## src/rtl/frost32_mem_arbiter_pkg.sv

```systemverilog
// Shared types for the FROST32 memory-port arbiter: access encodings seen on the
// external port and the arbiter state enumeration.
`ifndef MSB_POS__FROST32_MEM_ARB_STATE
`define MSB_POS__FROST32_MEM_ARB_STATE 1
`endif

package frost32_mem_arbiter_pkg;

    typedef enum logic {
        DIAT_READ  = 1'b0,
        DIAT_WRITE = 1'b1
    } data_inout_access_type_e;

    typedef enum logic [1:0] {
        DIAS_32  = 2'd0,
        DIAS_16  = 2'd1,
        DIAS_8   = 2'd2,
        DIAS_BAD = 2'd3
    } data_inout_access_size_e;

    typedef enum logic [`MSB_POS__FROST32_MEM_ARB_STATE:0] {
        ST_ARB_IDLE,
        ST_ARB_FETCH,
        ST_ARB_DATA
    } arb_state_e;

endpackage

```

## src/rtl/frost32_mem_arbiter_if.sv

```systemverilog
// External memory-access port: the arbiter is the master, the memory the slave.
interface frost32_mem_arbiter_if #(
    parameter int ADDR_WIDTH = 32,
    parameter int DATA_WIDTH = 32
);
    import frost32_mem_arbiter_pkg::*;

    logic                    mem_req;
    logic [ADDR_WIDTH-1:0]   mem_addr;
    logic [DATA_WIDTH-1:0]   mem_wdata;
    data_inout_access_type_e mem_access_type;
    data_inout_access_size_e mem_access_size;
    logic [DATA_WIDTH-1:0]   mem_rdata;
    logic                    mem_wait;

    modport master (
        output mem_req, mem_addr, mem_wdata, mem_access_type, mem_access_size,
        input  mem_rdata, mem_wait
    );

    modport slave (
        input  mem_req, mem_addr, mem_wdata, mem_access_type, mem_access_size,
        output mem_rdata, mem_wait
    );

endinterface

```

## src/rtl/frost32_mem_arbiter.sv

```systemverilog
// Shares one external memory port between instruction fetch and load/store,
// data first, with a starvation counter that forces a fetch grant after a data burst.
module frost32_mem_arbiter
    import frost32_mem_arbiter_pkg::*;
#(
    parameter int MAX_DATA_BURST = 4,
    parameter int ADDR_WIDTH     = 32,
    parameter int DATA_WIDTH     = 32
) (
    input  logic                    clk,
    input  logic                    reset,

    input  logic                    fetch_req,
    input  logic [ADDR_WIDTH-1:0]   fetch_addr,
    output logic                    fetch_ack,
    output logic [DATA_WIDTH-1:0]   fetch_rdata,

    input  logic                    data_req,
    input  logic [ADDR_WIDTH-1:0]   data_addr,
    input  logic [DATA_WIDTH-1:0]   data_wdata,
    input  data_inout_access_type_e data_access_type,
    input  data_inout_access_size_e data_access_size,
    output logic                    data_ack,
    output logic                    data_err,
    output logic [DATA_WIDTH-1:0]   data_rdata,

    frost32_mem_arbiter_if.master   mem
);

    localparam int CNT_WIDTH = $clog2(MAX_DATA_BURST + 1);
    typedef logic [CNT_WIDTH-1:0] cnt_t;
    localparam cnt_t CNT_MAX = cnt_t'(MAX_DATA_BURST);

    typedef struct packed {
        logic [ADDR_WIDTH-1:0]   addr;
        logic [DATA_WIDTH-1:0]   wdata;
        data_inout_access_type_e access_type;
        data_inout_access_size_e access_size;
    } mem_arb_request_t;

    arb_state_e              state_q, state_d;
    cnt_t                    starve_cnt_q, starve_cnt_d;
    mem_arb_request_t        req_q, req_d;
    logic                    mem_req_q, mem_req_d;
    logic                    fetch_ack_q, fetch_ack_d;
    logic                    data_ack_q, data_ack_d;
    logic                    data_err_q, data_err_d;
    logic [DATA_WIDTH-1:0]   fetch_rdata_q, fetch_rdata_d;
    logic [DATA_WIDTH-1:0]   data_rdata_q, data_rdata_d;

    mem_arb_request_t        fetch_request, data_request;

    // Fetch is always a full-word read, so its store data is forced to zero.
    assign fetch_request = '{addr: fetch_addr, wdata: '0,
                             access_type: DIAT_READ, access_size: DIAS_32};
    assign data_request  = '{addr: data_addr, wdata: data_wdata,
                             access_type: data_access_type, access_size: data_access_size};

    always_comb begin
        // NOTE: every value written here gets a default first, so no path can infer a latch.
        state_d       = state_q;
        starve_cnt_d  = starve_cnt_q;
        req_d         = req_q;
        mem_req_d     = mem_req_q;
        fetch_ack_d   = 1'b0;
        fetch_rdata_d = '0;
        data_ack_d    = 1'b0;
        data_err_d    = 1'b0;
        data_rdata_d  = '0;

        unique case (state_q)
            ST_ARB_IDLE: begin
                if (data_req && data_access_size == DIAS_BAD) begin
                    data_ack_d = 1'b1;
                    data_err_d = 1'b1;
                end else if (fetch_req && (!data_req || starve_cnt_q == CNT_MAX)) begin
                    state_d      = ST_ARB_FETCH;
                    req_d        = fetch_request;
                    mem_req_d    = 1'b1;
                    starve_cnt_d = '0;
                end else if (data_req) begin
                    state_d   = ST_ARB_DATA;
                    req_d     = data_request;
                    mem_req_d = 1'b1;
                    // Count is below CNT_MAX here, otherwise fetch would have won.
                    if (fetch_req) starve_cnt_d = starve_cnt_q + 1'b1;
                end
            end
            ST_ARB_FETCH, ST_ARB_DATA: begin
                if (!mem.mem_wait) begin
                    state_d   = ST_ARB_IDLE;
                    mem_req_d = 1'b0;
                    if (state_q == ST_ARB_FETCH) begin
                        fetch_ack_d   = 1'b1;
                        fetch_rdata_d = mem.mem_rdata;
                    end else begin
                        data_ack_d   = 1'b1;
                        data_rdata_d = (req_q.access_type == DIAT_WRITE) ? '0 : mem.mem_rdata;
                    end
                end
            end
            default: state_d = ST_ARB_IDLE;
        endcase

        if (!fetch_req) starve_cnt_d = '0;
    end

    always_ff @(posedge clk) begin
        // NOTE: state registers use non-blocking assignments so every flop samples pre-edge values.
        if (reset) begin
            state_q       <= ST_ARB_IDLE;
            starve_cnt_q  <= '0;
            req_q         <= '0;
            mem_req_q     <= 1'b0;
            fetch_ack_q   <= 1'b0;
            fetch_rdata_q <= '0;
            data_ack_q    <= 1'b0;
            data_err_q    <= 1'b0;
            data_rdata_q  <= '0;
        end else begin
            state_q       <= state_d;
            starve_cnt_q  <= starve_cnt_d;
            req_q         <= req_d;
            mem_req_q     <= mem_req_d;
            fetch_ack_q   <= fetch_ack_d;
            fetch_rdata_q <= fetch_rdata_d;
            data_ack_q    <= data_ack_d;
            data_err_q    <= data_err_d;
            data_rdata_q  <= data_rdata_d;
        end
    end

    assign mem.mem_req         = mem_req_q;
    assign mem.mem_addr        = req_q.addr;
    assign mem.mem_wdata       = req_q.wdata;
    assign mem.mem_access_type = req_q.access_type;
    assign mem.mem_access_size = req_q.access_size;

    assign fetch_ack   = fetch_ack_q;
    assign fetch_rdata = fetch_rdata_q;
    assign data_ack    = data_ack_q;
    assign data_err    = data_err_q;
    assign data_rdata  = data_rdata_q;

endmodule

```

## src/flat_wrapper.sv

```systemverilog
// flat-port wrapper written by rule: the top's interface ports become plain ports
module frost32_mem_arbiter_flat import frost32_mem_arbiter_pkg::*;
#(
    parameter int MAX_DATA_BURST = 4,
    parameter int ADDR_WIDTH     = 32,
    parameter int DATA_WIDTH     = 32
)
  (clk, reset, fetch_req, fetch_addr, fetch_ack, fetch_rdata, data_req, data_addr, data_wdata, data_access_type, data_access_size, data_ack, data_err, data_rdata, mem_mem_req, mem_mem_addr, mem_mem_wdata, mem_mem_access_type, mem_mem_access_size, mem_mem_rdata, mem_mem_wait);
  frost32_mem_arbiter_if #(.ADDR_WIDTH(ADDR_WIDTH), .DATA_WIDTH(DATA_WIDTH)) mem_i ();
  input  logic clk;
  input  logic reset;
  input  logic fetch_req;
  input  logic [ADDR_WIDTH-1:0] fetch_addr;
  output logic fetch_ack;
  output logic [DATA_WIDTH-1:0] fetch_rdata;
  input  logic data_req;
  input  logic [ADDR_WIDTH-1:0] data_addr;
  input  logic [DATA_WIDTH-1:0] data_wdata;
  input  data_inout_access_type_e data_access_type;
  input  data_inout_access_size_e data_access_size;
  output logic data_ack;
  output logic data_err;
  output logic [DATA_WIDTH-1:0] data_rdata;
  output wire logic [$bits(mem_i.mem_req)-1:0] mem_mem_req;
  output wire logic [$bits(mem_i.mem_addr)-1:0] mem_mem_addr;
  output wire logic [$bits(mem_i.mem_wdata)-1:0] mem_mem_wdata;
  output wire logic [$bits(mem_i.mem_access_type)-1:0] mem_mem_access_type;
  output wire logic [$bits(mem_i.mem_access_size)-1:0] mem_mem_access_size;
  input wire logic [$bits(mem_i.mem_rdata)-1:0] mem_mem_rdata;
  input wire logic [$bits(mem_i.mem_wait)-1:0] mem_mem_wait;
  assign mem_mem_req = mem_i.mem_req;
  assign mem_mem_addr = mem_i.mem_addr;
  assign mem_mem_wdata = mem_i.mem_wdata;
  assign mem_mem_access_type = mem_i.mem_access_type;
  assign mem_mem_access_size = mem_i.mem_access_size;
  assign mem_i.mem_rdata = mem_mem_rdata;
  assign mem_i.mem_wait = mem_mem_wait;
  frost32_mem_arbiter #(.MAX_DATA_BURST(MAX_DATA_BURST), .ADDR_WIDTH(ADDR_WIDTH), .DATA_WIDTH(DATA_WIDTH)) u_core (.clk(clk), .reset(reset), .fetch_req(fetch_req), .fetch_addr(fetch_addr), .fetch_ack(fetch_ack), .fetch_rdata(fetch_rdata), .data_req(data_req), .data_addr(data_addr), .data_wdata(data_wdata), .data_access_type(data_access_type), .data_access_size(data_access_size), .data_ack(data_ack), .data_err(data_err), .data_rdata(data_rdata), .mem(mem_i));
endmodule
```

## config.mk

```make
export PLATFORM = sky130hd
export DESIGN_NAME = frost32_mem_arbiter_flat
export DESIGN_NICKNAME = d
export VERILOG_FILES = /design/src/rtl/frost32_mem_arbiter_pkg.sv /design/src/rtl/frost32_mem_arbiter_if.sv /design/src/rtl/frost32_mem_arbiter.sv /design/src/flat_wrapper.sv
export SDC_FILE = /design/constraint.sdc
export NUM_CORES = 1
export LEC_CHECK = 0
export CELL_PAD_IN_SITES_DETAIL_PLACEMENT = 1
export CELL_PAD_IN_SITES_GLOBAL_PLACEMENT = 1
export CORE_MARGIN = 1.5
export CORE_UTILIZATION = 28
export DETAILED_ROUTE_END_ITERATION = 7
export PLACE_DENSITY = 0.89
export RECOVER_POWER = 50
export SLEW_MARGIN = 20
export SYNTH_ARGS = -nofsm -noshare
export SYNTH_HDL_FRONTEND = slang
export SYNTH_SLANG_ARGS = --single-unit
```

## constraint.sdc

```tcl
create_clock -name clk -period 2.1 [get_ports clk]
set_input_delay 0.21 -clock clk [delete_from_list [all_inputs] [get_ports clk]]
set_output_delay 0.21 -clock clk [all_outputs]
set_load 0.05 [all_outputs]
```

==> results.md <==
* Detailed-route via count at about 4700
* Total global routing overflow at 0
* Reg-to-reg endpoint: u_core.mem.mem_req$_SDFFE_PP0P_
* Horiz. Die Dim at 135 µm
* FMAX at 516 MHz
* Leakage power of the design at 3.33 nW
* Count of H-tree levels built during CTS at 4
* Post-route antenna net violation count at 0
* Source-to-sink clock delay at the later pin of the worst-skew pair at between 0.4 and 0.5 ns
* Part of the Yosys area used for sequential elements at 57.8%
* Total of warnings raised by yosys at 0
* CP Cell Sequence: inv_1 -> ha_1 -> and2_1 -> or4_1 -> a221oi_1
* Core outline area at 0.0168 mm²
* Number of slew-limit violations in the final report at 0
* Synthesized flop and latch total at between 100 and 150
* Number of filler cells placed in the layout at between 1500 and 2000
* Crit path kind: reg -> reg
* Final non-filler cell total at 961
* Type of element capturing the critical path: flop
* Kind of launch point of the worst setup path: flop
* Clock tree sinks at 140
* Die extent in y at 135 µm
* Count of final hold-check violations at 0
* Crit path buf inv count at 1
* Setup repair bufs after CTS at 0
* Clock transition at path regs at ~0.06 ns
* Drt pass-1 iters at 5
* Starting utilization of the core area at 28.9%
* Final wirelength at 17300 µm
* Power density over the cells at 910 mW/mm²
* Combined area of the multi-input logic cells at about 0.0018 mm²
* Critical register-to-register path startpoint: u_core.state_q[0]$_SDFFE_PP0P_
* Hold-critical path depth at 2
* Worst hold path class: in -> reg
* Post-route core utilization at 50.1%
* Clock buffer count from CTS at 17
* Number of remaining DRC errors at 0
* Number of standard cells after synthesis at 463
* Worst slew pin tran at 0.586 ns
* Global placer's final weighted congestion at 0.776
* Status: completed
* Delay of the slowest critical-path stage at around 0.5 ns
* Detail-routed net length per standard cell at roughly 18 µm
* I/O pin count at 271
* Number of max-cap violations at 0
* Net total in the final layout at 870
* All-Layer GR Usage at a little under a fifth
* Cell class contributing the biggest share of worst-path delay: simple AND/OR/NAND/NOR gates
* Setup_tns at 0 ns
* Most common cell after layout, fill and taps aside: sky130_fd_sc_hd__clkdlybuf4s50_1
* Placed cells at 929
* Share of the cycle needed by the critical path after routing at 92.3%
* Worst setup skew after layout at about 0.0083 ns
* Area growth, synth to finish at 73.3%
* Maximum fanout encountered on the critical timing path at 5
* DRT iter0 DRCs at about 160
* Critical hold path startpoint: reset
* Mean instance size in the synthesized netlist at 10.5 µm²
* Fraction of layout instances using a drive strength above 1 at between 7 and 8%
* Setup repair after global routing missed its margin: false
* Area taken by flip-flops and latches at ~0.0028 mm²
* Clock Root Buffer: sky130_fd_sc_hd__clkbuf_16
* Netlist area before placement at just under 0.005 mm²
* Number of distinct library cells after synthesis at 34
* Pin count of the biggest net entering global routing at 37
* Register-to-register setup slack at ~0.16 ns
* Resized Gates After CTS at 0
* Vias in the first global route at 4949
* Hold endpoint: u_core.data_err$_SDFF_PP0_
* First-pass GRT wire length at around 26000 µm
* Worst Slack Setup Final at 0.161 ns
* ANT cells at 0
* Site row count at 47
* Reg2Reg Depth at 5
* Crit path required time at approximately 2.4 ns
* Time the final worst path needs with I/O delays and setup at slightly below 2 ns
* Relative max-transition margin at about three fifths
* Library cell contributing the largest single delay on the critical path: sky130_fd_sc_hd__or4_1
* Total setup violations reported at the end of the flow at 0
* Data arrival time at the worst-slack endpoint at 2.25 ns
* Average vias per placed instance at 4.87
* Leading cell types in the layout, fill and taps excluded: sky130_fd_sc_hd__clkdlybuf4s50_1, sky130_fd_sc_hd__dfxtp_1, sky130_fd_sc_hd__dlygate4sd3_1, sky130_fd_sc_hd__and2_1, sky130_fd_sc_hd__a21oi_1
* TritonCTS clock tree: yes
* Largest voltage drop on the vdd net at 0.000564 V
* Port Buffer Count at 270
* Total nets after synthesis at 605
* Hold bufs inserted after CTS at 0
* Minimum setup slack after placement at approximately 0.11 ns
* Detailed placer's ending HPWL at 12400 µm
* Max Root-Sink Buffers at 2
* Die area at 0.0181 mm²
* Antenna violations before repair at 0
-- worst reg2reg max path, delay by kind of cell (launching register included) --
| kind | cells | cell delay, ns |
|---|---|---|
| and+or+nand+nor | 2 | 0.71 |
| AOI/OAI and AO/OA | 1 | 0.29 |
| adders and majority gates | 1 | 0.36 |
| DFF | 1 | 0.38 |
| buffers and inverters | 1 | 0.09 |
-- area by class of cell --
type	count	share of cell area [%]
multi-input combinational	274	21.8
clock buffer	17	5.06
tap	220	3.28
sequential	140	33.4
inverter	6	0.268
clock inverter	15	1.73
timing repair buffer	289	34.5
-- cells in the mapped netlist (all sizes together) --
cell type	number	area share [%]
o2bb2ai	1	0.18
nor4b	1	0.18
o21ai	35	3.6
and2	65	8.4
o2111ai	1	0.18
inv	6	0.46
a21boi	1	0.15
a21oi	37	3.8
nor2b	2	0.26
a311oi	32	5.8
a221oi	1	0.18
buf	8	1.4
o32ai	1	0.18
o31ai	1	0.15
o21a	1	0.15
a2111oi	1	0.57
nor3	3	0.31
a22o	35	6.3
nand4	2	0.26
and4	1	0.18
dfxtp	140	58
nor3b	2	0.31
and3	1	0.13
nand2	3	0.23
ha	6	1.5
clkbuf	35	2.7
nor2	2	0.15
nand2b	3	0.39
nand3	33	3.4
a21bo	1	0.21
or4	2	0.31
-- report_power, final --
group	total, W	internal, W	switching (W)
registers	0.00293	0.00284	0.0000932
logic	0.00183	0.000732	0.00110
clock network	0.00288	0.00157	0.00131
total	0.00764	0.00515	0.00250
-- worst max path at each step --
stage,from,cells after the start,slack [ns],to
after floorplan,u_core.starve_cnt_q[0]$_SDFFE_PP0P_,7,0.25,u_core.mem.mem_access_type$_SDFFE_PP0P_
after global placement,data_req,5,0.17,u_core.mem.mem_wdata[29]$_SDFFE_PP0P_
after detailed placement,data_req,5,0.11,u_core.mem.mem_wdata[3]$_SDFFE_PP0P_
after CTS,u_core.state_q[0]$_SDFFE_PP0P_,5,0.13,u_core.mem.mem_req$_SDFFE_PP0P_
after global routing,u_core.state_q[0]$_SDFFE_PP0P_,5,0.02,u_core.mem.mem_req$_SDFFE_PP0P_
final,u_core.state_q[0]$_SDFFE_PP0P_,5,0.16,u_core.mem.mem_req$_SDFFE_PP0P_
-- flip-flops by register name, indices dropped and copies added (netlist names) --
signal and count:
u_core.mem.mem_addr 32, u_core.data_rdata 32, u_core.mem.mem_access_type 1, u_core.fetch_ack 1, u_core.fetch_rdata 32, u_core.data_ack 1
u_core.mem.mem_req 1, u_core.mem.mem_wdata 32, u_core.mem.mem_access_size 2, u_core.state_q 2, u_core.starve_cnt_q 3, u_core.data_err 1
-- metrics by stage --
step           cell area, µm²  power [W]  hold slack, ns
3_5_place_dp             7850    0.00484           0.455
2_1_floorplan            4850    0.00404           0.332
4_1_cts                  8420    0.00775           0.145
3_3_place_gp             7850    0.00480           0.455
5_1_grt                  8400    0.00796           0.165
6_report                 8400    0.00764           0.152
-- routing by layer --
layer	GRT usage [%]	share of wire, %
met5	0	0
met3	6.91	8.1
met2	32.9	51
met4	8.48	2.7
met1	19.6	38
-- cells by family after synthesis --
kind of cell / share of synthesized area [%]
flip-flops: 57.8
AO/OA/AOI/OAI: 21.5
AND/OR/NAND/NOR: 14.5
buffers and inverters: 4.62
adder cells (fa/ha/maj): 1.55
Power figures use the tool's default switching activity.
